<file path="src/rtl/seg7_pkg.sv">
// Shared constants and hex-to-segment decode for the 7-segment scan driver.
package seg7_pkg;

  localparam logic [7:0] SEG_BLANK = 8'hFF;
  localparam logic [7:0] AN_OFF    = 8'hFF;

  // Active-low g..a patterns, entry 15 first.
  localparam logic [15:0][6:0] HEX_LUT = {
    7'h0E, 7'h06, 7'h21, 7'h46,
    7'h03, 7'h08, 7'h10, 7'h00,
    7'h78, 7'h02, 7'h12, 7'h19,
    7'h30, 7'h24, 7'h79, 7'h40
  };

  function automatic logic [6:0] hex_seg(
    input logic [3:0] nib
  );
    return HEX_LUT[nib];
  endfunction

endpackage

</file>
<file path="src/rtl/seg7_scan_driver_if.sv">
// Display word in from the multiplexer, scanned anode/segment lines out.
interface seg7_scan_driver_if;
  import seg7_pkg::*;

  logic        en;
  logic [31:0] disp_num;
  logic [7:0]  point_in;
  logic [7:0]  le_in;
  logic [7:0]  an;
  logic [7:0]  seg;
  logic        frame_done;

  modport master (
    output en,
    output disp_num,
    output point_in,
    output le_in,
    input  an,
    input  seg,
    input  frame_done
  );

  modport slave (
    input  en,
    input  disp_num,
    input  point_in,
    input  le_in,
    output an,
    output seg,
    output frame_done
  );

endinterface

</file>
<file path="src/rtl/hex7seg.sv">
// Combinational nibble + decimal point to active-low segment byte.
module hex7seg
  import seg7_pkg::*;
(
  input  logic [3:0] nib,
  input  logic       dp,
  output logic [7:0] seg
);

  assign seg = {~dp, hex_seg(nib)};

endmodule

</file>
<file path="src/rtl/seg7_scan_driver.sv">
// 8-digit common-anode scan driver with per-frame input capture and blink.
module seg7_scan_driver
  import seg7_pkg::*;
#(
  parameter int DIV_BITS   = 16,
  parameter int BLINK_BITS = 6
) (
  input  logic clk,
  input  logic rst,
  seg7_scan_driver_if.slave bus
);

  logic [DIV_BITS-1:0]   cnt;
  logic [2:0]            idx;
  logic [2:0]            nxt;
  logic [BLINK_BITS-1:0] blink;
  logic [BLINK_BITS-1:0] blink_nxt;

  logic [31:0] shadow_num;
  logic [7:0]  shadow_pt;
  logic [7:0]  shadow_le;

  logic [31:0] num_sel;
  logic [7:0]  pt_sel;
  logic [7:0]  le_sel;
  logic [3:0]  nib;
  logic [7:0]  seg_dec;
  logic        tick;
  logic        wrap;
  logic        blank;

  logic [7:0]  an_q;
  logic [7:0]  seg_q;
  logic        fd_q;

  assign tick      = bus.en && (cnt == {DIV_BITS{1'b1}});
  assign wrap      = (idx == 3'd7);
  assign nxt       = idx + 3'd1;
  assign blink_nxt = blink + 1'b1;

  // Digit 0 shows the word being captured on this same edge.
  assign num_sel = wrap ? bus.disp_num : shadow_num;
  assign pt_sel  = wrap ? bus.point_in : shadow_pt;
  assign le_sel  = wrap ? bus.le_in    : shadow_le;

  assign nib   = num_sel[{nxt, 2'b00} +: 4];
  assign blank = le_sel[nxt] && blink_nxt[BLINK_BITS-1];

  hex7seg u_hex (
    .nib (nib),
    .dp  (pt_sel[nxt]),
    .seg (seg_dec)
  );

  always_ff @(posedge clk or posedge rst) begin
    if (rst) begin
      cnt        <= '0;
      idx        <= 3'd7;
      blink      <= '0;
      shadow_num <= '0;
      shadow_pt  <= '0;
      shadow_le  <= '0;
      an_q       <= AN_OFF;
      seg_q      <= SEG_BLANK;
      fd_q       <= 1'b0;
    end else if (!bus.en) begin
      an_q  <= AN_OFF;
      seg_q <= SEG_BLANK;
      fd_q  <= 1'b0;
    end else begin
      cnt  <= cnt + 1'b1;
      fd_q <= 1'b0;
      if (tick) begin
        idx   <= nxt;
        blink <= blink_nxt;
        an_q  <= ~(8'd1 << nxt);
        seg_q <= blank ? SEG_BLANK : seg_dec;
        if (wrap) begin
          shadow_num <= bus.disp_num;
          shadow_pt  <= bus.point_in;
          shadow_le  <= bus.le_in;
          fd_q       <= 1'b1;
        end
      end
    end
  end

  assign bus.an         = an_q;
  assign bus.seg        = seg_q;
  assign bus.frame_done = fd_q;

endmodule

</file>
<file path="src/flat_wrapper.sv">
// flat-port wrapper written by rule: the top's interface ports become plain ports
module seg7_scan_driver_flat import seg7_pkg::*;
#(
  parameter int DIV_BITS   = 16,
  parameter int BLINK_BITS = 6
)
  (clk, rst, bus_en, bus_disp_num, bus_point_in, bus_le_in, bus_an, bus_seg, bus_frame_done);
  seg7_scan_driver_if bus_i ();
  input  logic clk;
  input  logic rst;
  input wire logic [$bits(bus_i.en)-1:0] bus_en;
  input wire logic [$bits(bus_i.disp_num)-1:0] bus_disp_num;
  input wire logic [$bits(bus_i.point_in)-1:0] bus_point_in;
  input wire logic [$bits(bus_i.le_in)-1:0] bus_le_in;
  output wire logic [$bits(bus_i.an)-1:0] bus_an;
  output wire logic [$bits(bus_i.seg)-1:0] bus_seg;
  output wire logic [$bits(bus_i.frame_done)-1:0] bus_frame_done;
  assign bus_i.en = bus_en;
  assign bus_i.disp_num = bus_disp_num;
  assign bus_i.point_in = bus_point_in;
  assign bus_i.le_in = bus_le_in;
  assign bus_an = bus_i.an;
  assign bus_seg = bus_i.seg;
  assign bus_frame_done = bus_i.frame_done;
  seg7_scan_driver #(.DIV_BITS(DIV_BITS), .BLINK_BITS(BLINK_BITS)) u_core (.clk(clk), .rst(rst), .bus(bus_i));
endmodule
</file>
<file path="config.mk">
export PLATFORM = sky130hd
export DESIGN_NAME = seg7_scan_driver_flat
export DESIGN_NICKNAME = d
export VERILOG_FILES = /design/src/rtl/seg7_pkg.sv /design/src/rtl/seg7_scan_driver_if.sv /design/src/rtl/hex7seg.sv /design/src/rtl/seg7_scan_driver.sv /design/src/flat_wrapper.sv
export SDC_FILE = /design/constraint.sdc
export NUM_CORES = 1
export LEC_CHECK = 0
export ABC_AREA = 0
export CAP_MARGIN = 20
export CELL_PAD_IN_SITES_DETAIL_PLACEMENT = 0
export CELL_PAD_IN_SITES_GLOBAL_PLACEMENT = 1
export CORE_MARGIN = 2
export CORE_UTILIZATION = 45
export CTS_CLUSTER_SIZE = 24
export DETAILED_ROUTE_END_ITERATION = 7
export PLACE_DENSITY = 0.88
export RECOVER_POWER = 50
export SLEW_MARGIN = 10
export SYNTH_ARGS = -nofsm -noshare
export SYNTH_HDL_FRONTEND = slang
export SYNTH_SLANG_ARGS = --single-unit
export TNS_END_PERCENT = 20
</file>
<file path="constraint.sdc">
create_clock -name clk -period 4.7 [get_ports clk]
set_clock_uncertainty 0.2 [all_clocks]
set_input_delay 0.94 -clock clk [delete_from_list [all_inputs] [get_ports clk]]
set_output_delay 0.94 -clock clk [all_outputs]
set_load 0.01 [all_outputs]
</file>
==> results.tsv <==
metric	value	unit
status	complete, but fails checks	
violated checks	max-capacitance violations, max-slew violations	
CTS Sinks	90	
#FFs+latches synth	90	
worst reg-to-reg setup slack	0.77	ns
die height	110	um
Worst-path clk slew	0.08	ns
fin crit period	3.97	ns
endpoints failing setup	0	
slowest CP cell	nor4_1	
Hold Crit Depth	1	
die area	12000	um^2
CTS Hold Bufs	0	
hold wc startpoint	u_core.cnt[15]	
max_slew headroom	-33.4	%
Setup crit end kind	flop	
Synth cell types	64	
fillers	942	
pwr dens	264	nW/um^2
IO Count	68	
first-pass GRT wire length	17300	um
CP cell instances	dlygate4sd3_1 > nand2_1 > nor4_1 > and2_1 > nand2_4 > mux2_1	
critical path launch point type	input port	
post-layout util	54.6	%
starting density of the core	46.2	%
CTS Buf Count	9	
worst min-delay path class	reg2reg	
Required @ worst endpoint	4.75	ns
leading cell type by number of instances after synthesis	dfrtp_1	
Reg-to-Reg Start	u_core.idx[0]	
worst reg2reg endpoint	u_core.bus.seg[5]	
Synth area leaders	dfrtp_1 35%, mux2_1 11%, dfstp_2 9.9%	
CP top delay family	simple AND/OR/NAND/NOR gates	
Max FO, Critical Path	51	
Seq/Total Area, Yosys	45.3	%
Die X	110	um
Cells after Synth	411	
CP bufs+invs	1	
ANT nets after route	0	
Fin. Hold Viols	0	
GRT Total Usage	19.0	%
initial antenna violation count	0	
max incr delay on CP	0.74	ns
Root Buffer	clkbuf_8	
area of the core	10900	um^2
Hold Path Sink	u_core.cnt[15]	
CP arrival	4.02	ns
total length of routed wires	10400	um
maxcap violations	1	
worst vdd ir	207	uV
Syn-to-layout area delta	18.3	%
fin crit share	84.4	%
via count of the first global-routing pass	3442	
CTS Buffer Depth	2	
Async SR Flop Fraction	100	%
GRT Residual Overflow	0	
Pre-Repair DR Iteration Count	4	
Top FF cell, synth	dfrtp_1	
number of nets in the layout	540	
H-tree levels	3	
CTS tree	yes	
Multi-input gate area	2510	um^2
Max Slew Vio Count	45	
largest net degree at the start of global routing	52	
# port buffers	67	
Synth area leader	dfrtp_1	
gpl congestion	0.863	
Post-synth top cells	71 x dfrtp_1, 48 x mux2_1, 34 x nor2_1, 24 x nand2_1, 19 x dfstp_2	
Cell Area, Synth	5030	um^2
initial DRC count	192	
EDFF count, synth	0	
# rows	38	
RSZ-0062 raised after global routing	false	
Register Area	2280	um^2
proportion of layout cells with a drive suffix above 1	13.1	%
Avg Synthesized Cell Area	12.2	um^2
DRC	0	
Via Count	3390	
Worst Max-Slew Pin Slew	1.99	ns
Worst-Skew Late Latency	0.37	ns
Avg WL per Cell	16.7	um
setup bufs post-CTS	0	
post-cts gate resize count	0	
Setup TNS	0	ns
r2r worst-path depth	10	
Avg Vias per Cell	5.47	
# diodes	0	
Synth top area share	35.3	%
syn_nets	476	
Leak	0.00274	uW
maximum clock rate	0.252	GHz
Final HPWL DP	7650	um
total of warnings raised by yosys	0	
critical path type	in2reg	
-- layout make-up --
type,instances,area share (%)
Multi-Input combinational cell,286,42.2
Sequential cell,90,38.3
Timing Repair Buffer,73,11.9
Tap cell,140,2.95
Clock buffer,11,2.38
Clock inverter,5,1.30
Inverter,15,0.968
-- worst reg2reg max path, cell delays in order (launching register included) --
cell	delay, ns
dfstp_2	0.73
clkinv_1	0.35
ha_1	0.57
mux4_2	0.56
a22oi_1	0.15
and3_1	0.32
inv_1	0.13
ha_1	0.27
a21bo_1	0.20
a21oi_1	0.07
o32a_1	0.33
-- metal layers --
metal / track usage, % / vias to the layer above / wire (um) / share of wire, %
met1: 26.8 / 1666 / 4960 / 48
li1: - / 1640 / - / -
met5: 0 / - / 0 / 0
met2: 28.9 / 72 / 4810 / 46
met3: 3.79 / 12 / 417 / 4.0
met4: 7.41 / 0 / 165 / 1.6
-- cells in the final DEF, fill, tap and decap left out, types with 6 or more instances in the layout --
master           synthesis  routed
mux4_1                   8       8
nor2_1                  34      34
nand3_1                 11      11
dfstp_2                 19      19
inv_1                   13      12
ha_1                    14      13
and3_1                   6       6
mux2_1                  48      48
clkdlybuf4s50_1          0      65
xnor2_1                 17      17
clkbuf_8                 0      10
nand2_1                 24      24
a21oi_1                 12      12
dfrtp_1                 71      71
mux4_2                  12      12
mux2i_1                 12      12
-- power breakdown --
group / total [uW] / internal (uW) / switching (uW)
combinational: 140 / 75.4 / 64.8
sequential: 845 / 807 / 37.9
clock: 586 / 313 / 274
total: 1570 / 1190 / 377
-- state kept, by name, summed over array words and instances (netlist names) --
signal / cells
u_core.blink: 6
u_core.bus.frame_done: 1
u_core.shadow_num: 32
u_core.bus.an: 8
u_core.cnt: 16
u_core.bus.seg: 8
u_core.shadow_pt: 8
u_core.idx: 3
u_core.shadow_le: 8
-- how the worst max path moves through the flow --
stage / from / to / slack (ns) / depth (start not counted)
final: bus_en / u_core.shadow_num[14] / 0.73 / 6
after global routing: bus_en / u_core.shadow_num[23] / 0.53 / 6
after CTS: u_core.idx[0] / u_core.bus.seg[5] / 0.77 / 10
after detailed placement: u_core.idx[0] / u_core.bus.seg[5] / 0.77 / 10
after global placement: u_core.idx[0] / u_core.bus.seg[0] / 0.83 / 11
after floorplan: u_core.idx[0] / u_core.bus.seg[0] / 1.17 / 12
-- logic make-up after synthesis --
kind of cell,synth area share [%]
AND/OR/NAND/NOR,11.1
flip-flops,45.3
multiplexers,22.9
AO/OA/AOI/OAI,8.91
buffers and inverters,4.53
XOR/XNOR,3.83
adder cells (fa/ha/maj),3.48
-- stage by stage --
stage | hold slack (ns) | setup slack [ns] | power [uW] | area, um^2 | instances
after floorplan | 0.237 | 1.17 | 925 | 5030 | 411
after global placement | 0.252 | 0.829 | 994 | 5750 | 604
after detailed placement | 0.255 | 0.772 | 1000 | 5750 | 604
after CTS | 0.272 | 0.769 | 1600 | 5970 | 620
after global routing | 0.286 | 0.526 | 1650 | 5950 | 620
final | 0.274 | 0.732 | 1570 | 5950 | 620
Power figures use the tool's default switching activity.
==> variant (same flow settings) <==
`DIV_BITS` is set to 16 in 2 places; all go to 14.
--- a/src/rtl/seg7_scan_driver.sv
+++ b/src/rtl/seg7_scan_driver.sv
@@ -4,3 +4,3 @@
 #(
-  parameter int DIV_BITS   = 16,
+  parameter int DIV_BITS   = 14,
   parameter int BLINK_BITS = 6
--- a/src/flat_wrapper.sv
+++ b/src/flat_wrapper.sv
@@ -3,3 +3,3 @@
 #(
-  parameter int DIV_BITS   = 16,
+  parameter int DIV_BITS   = 14,
   parameter int BLINK_BITS = 6
Check against the original RTL: no difference found for any inputs over 10 cycles, from zero or initial values and one cycle with rst high; that may be too few to reach the edited logic, so the function may still have changed.
==> variant against the original RTL <==
The flow still finishes with violations (capacitance limit, slew limit). Synthesized area decreased by 9.7%. Power shrank 2.4%. Final area is 7.1% lower. Cell count fell by 15%. Wire length shrank 14%. Hold slack improved by 0.0022 ns. Sequential cell count down 2. Register-to-register slack lost 0.098 ns. Setup slack worse by 0.060 ns. Die area is 9.4% lower. Critical path type is now flip-flop to flip-flop.
==> variant: results (changes against the original RTL) <==
[status]
outcome=complete, but fails checks  ; unchanged
violations=capacitance limit, slew limit  ; unchanged

[clock_tree]
clk_latency_ns=0.35  ; was 0.37 ns
cts_setup_buffers=0  ; unchanged
cts_htree_levels=3  ; unchanged
root_buffer=clkbuf_8  ; unchanged
clk_path_buf_depth=2  ; unchanged
cts_inserted_buffers=9  ; unchanged

[route]
top_layer=met4  ; unchanged
vias=2841  ; was 3390
first_pass_iters=4  ; unchanged
wl_met3_um=285  ; was 417 µm
viasPerCell=5.391  ; was 5.468
wl_met1_um=4061  ; was 4963 µm
drt-total-wl_um=8862  ; was 10360 µm
wl_met2_um=4418  ; was 4814 µm
drt_iter0_drc=127  ; was 192

[global_route]
grt_pass1_vias=3080  ; was 3442
grt_max_degree=39  ; was 52
antenna_found_initial=0  ; unchanged
globalRouteTotalUtil_pct=17.65  ; was 19.00%
grt_pass1_wl_um=15370  ; was 17310 µm

[setup_path]
endpoint=u_core.bus.seg[3]$_DFFE_PP1P_  ; was u_core.shadow_num[14]$_DFFE_PP0P_
crit_slowest_cell=dfstp_2  ; was nor4_1
slowest_delay_ns=0.74  ; about the same
path_max_fanout=14  ; was 51
reg2reg_depth=9  ; was 10
reg2reg_from=u_core.idx[0]$_DFFE_PP1P_  ; unchanged
critPathKind=flip-flop to flip-flop  ; was primary input to flip-flop
rrSetupSlack_ns=0.67  ; was 0.77 ns
arrival_ns=4.13  ; was 4.02 ns
path_delay_family=multiplexers  ; was simple AND/OR/NAND/NOR gates

[synth]
synth.area.top_cells=dfrtp_1, dfstp_2, mux2_2  ; was dfrtp_1, mux2_1, dfstp_2
synth_seq_area_share_pct=49.04  ; was 45.27%
ys.flop_type=dfrtp_1  ; unchanged
yosys_warnings=0  ; unchanged
yosysUniqueCellTypes=38  ; was 64
syn_nets=387  ; was 476
syn_avg_cell_area_um2=14.10  ; was 12.23 µm²
synth.top_cells.by_count=dfrtp_1, mux2_2, dfstp_2, mux4_2, nor2_1  ; was dfrtp_1, mux2_1, nor2_1

[place]
place_worst_setup_slack_ns=0.6606  ; was 0.7717 ns
hpwl_um=6673  ; was 7652 µm
finalWeightedCongestion=0.8449  ; was 0.8633
post-place-cells=511  ; was 604
portBuffers=67  ; unchanged
placedInstanceArea_um2=5304  ; was 5751 µm²

[sta]
slew_headroom_pct=-40.31  ; was -33.40%
slew_violations=72  ; was 45
period_minus_slack_ns=4.028  ; was 3.968 ns

[pwr]
power_switching_w=0.0003602  ; was 0.0003766 W
p_comb_w=0.000121  ; was 0.000140 W
power_frac_clock_pct=38.8  ; was 37.3%
p_leak_nw=2.487  ; was 2.736 nW
pg_clk_w=0.000595  ; was 0.000586 W
irDropWorstVdd_v=0.0001504  ; was 0.0002071 V

[flow_run]
max_cap_violations=2  ; was 1

[final_layout]
nets=454  ; was 540
reg_top3=u_core.shadow_num x32, u_core.cnt x14  ; was u_core.shadow_num x32, u_core.cnt x16
final_layout_size_suffix_gt1_share_pct=27.16  ; was 13.13%

[hold_path]
min_path_type=flip-flop to flip-flop  ; unchanged

==> variant: worst min-delay path by stage <==
| stage | from | end | slack (ns) | cells past startpoint |
|---|---|---|---|---|
| 2_1_floorplan | u_core.cnt[12]$_DFFE_PP0P_ | u_core.cnt[12]$_DFFE_PP0P_ | 0.23 | 1 |
| 3_3_place_gp | u_core.blink[4]$_DFFE_PP0P_ | u_core.blink[4]$_DFFE_PP0P_ | 0.26 | 1 |
| 3_5_place_dp | u_core.cnt[12]$_DFFE_PP0P_ | u_core.cnt[12]$_DFFE_PP0P_ | 0.26 | 1 |
| 4_1_cts | u_core.blink[4]$_DFFE_PP0P_ | u_core.blink[4]$_DFFE_PP0P_ | 0.28 | 1 |
| 5_1_grt | u_core.cnt[12]$_DFFE_PP0P_ | u_core.cnt[12]$_DFFE_PP0P_ | 0.29 | 1 |
| 6_report | u_core.blink[4]$_DFFE_PP0P_ | u_core.blink[4]$_DFFE_PP0P_ | 0.28 | 1 |
==> variant: per-layer routing <==
| metal | track usage, % | vias up |
|---|---|---|
| li1 | - | 1335 |
| met3 | 3.446 | 10 |
| met4 | 5.598 | 0 |
| met2 | 27.78 | 59 |
| met1 | 24.75 | 1437 |
| met5 | 0 | - |
==> variant: layout make-up <==
cell class                      instances  area, µm²
Tap cell                              133      166.4
Multi-Input combinational cell        206       2146
Fill cell                             819       4250
Clock buffer                           10      137.6
Timing Repair Buffer                   75      723.2
Clock inverter                          6      90.09
Inverter                                9      35.03
Sequential cell                        88       2226
==> variant: logic make-up after synthesis <==
logic type                 count (synthesis)  synth area share, %
and+or+nand+nor                           60                6.560
buffers and inverters                     28                3.749
muxes                                     85                28.64
AOI/OAI and AO/OA                         27                4.300
xor gates and xnor gates                  20                3.859
adders and majority gates                 14                3.859
DFF                                       88                49.04
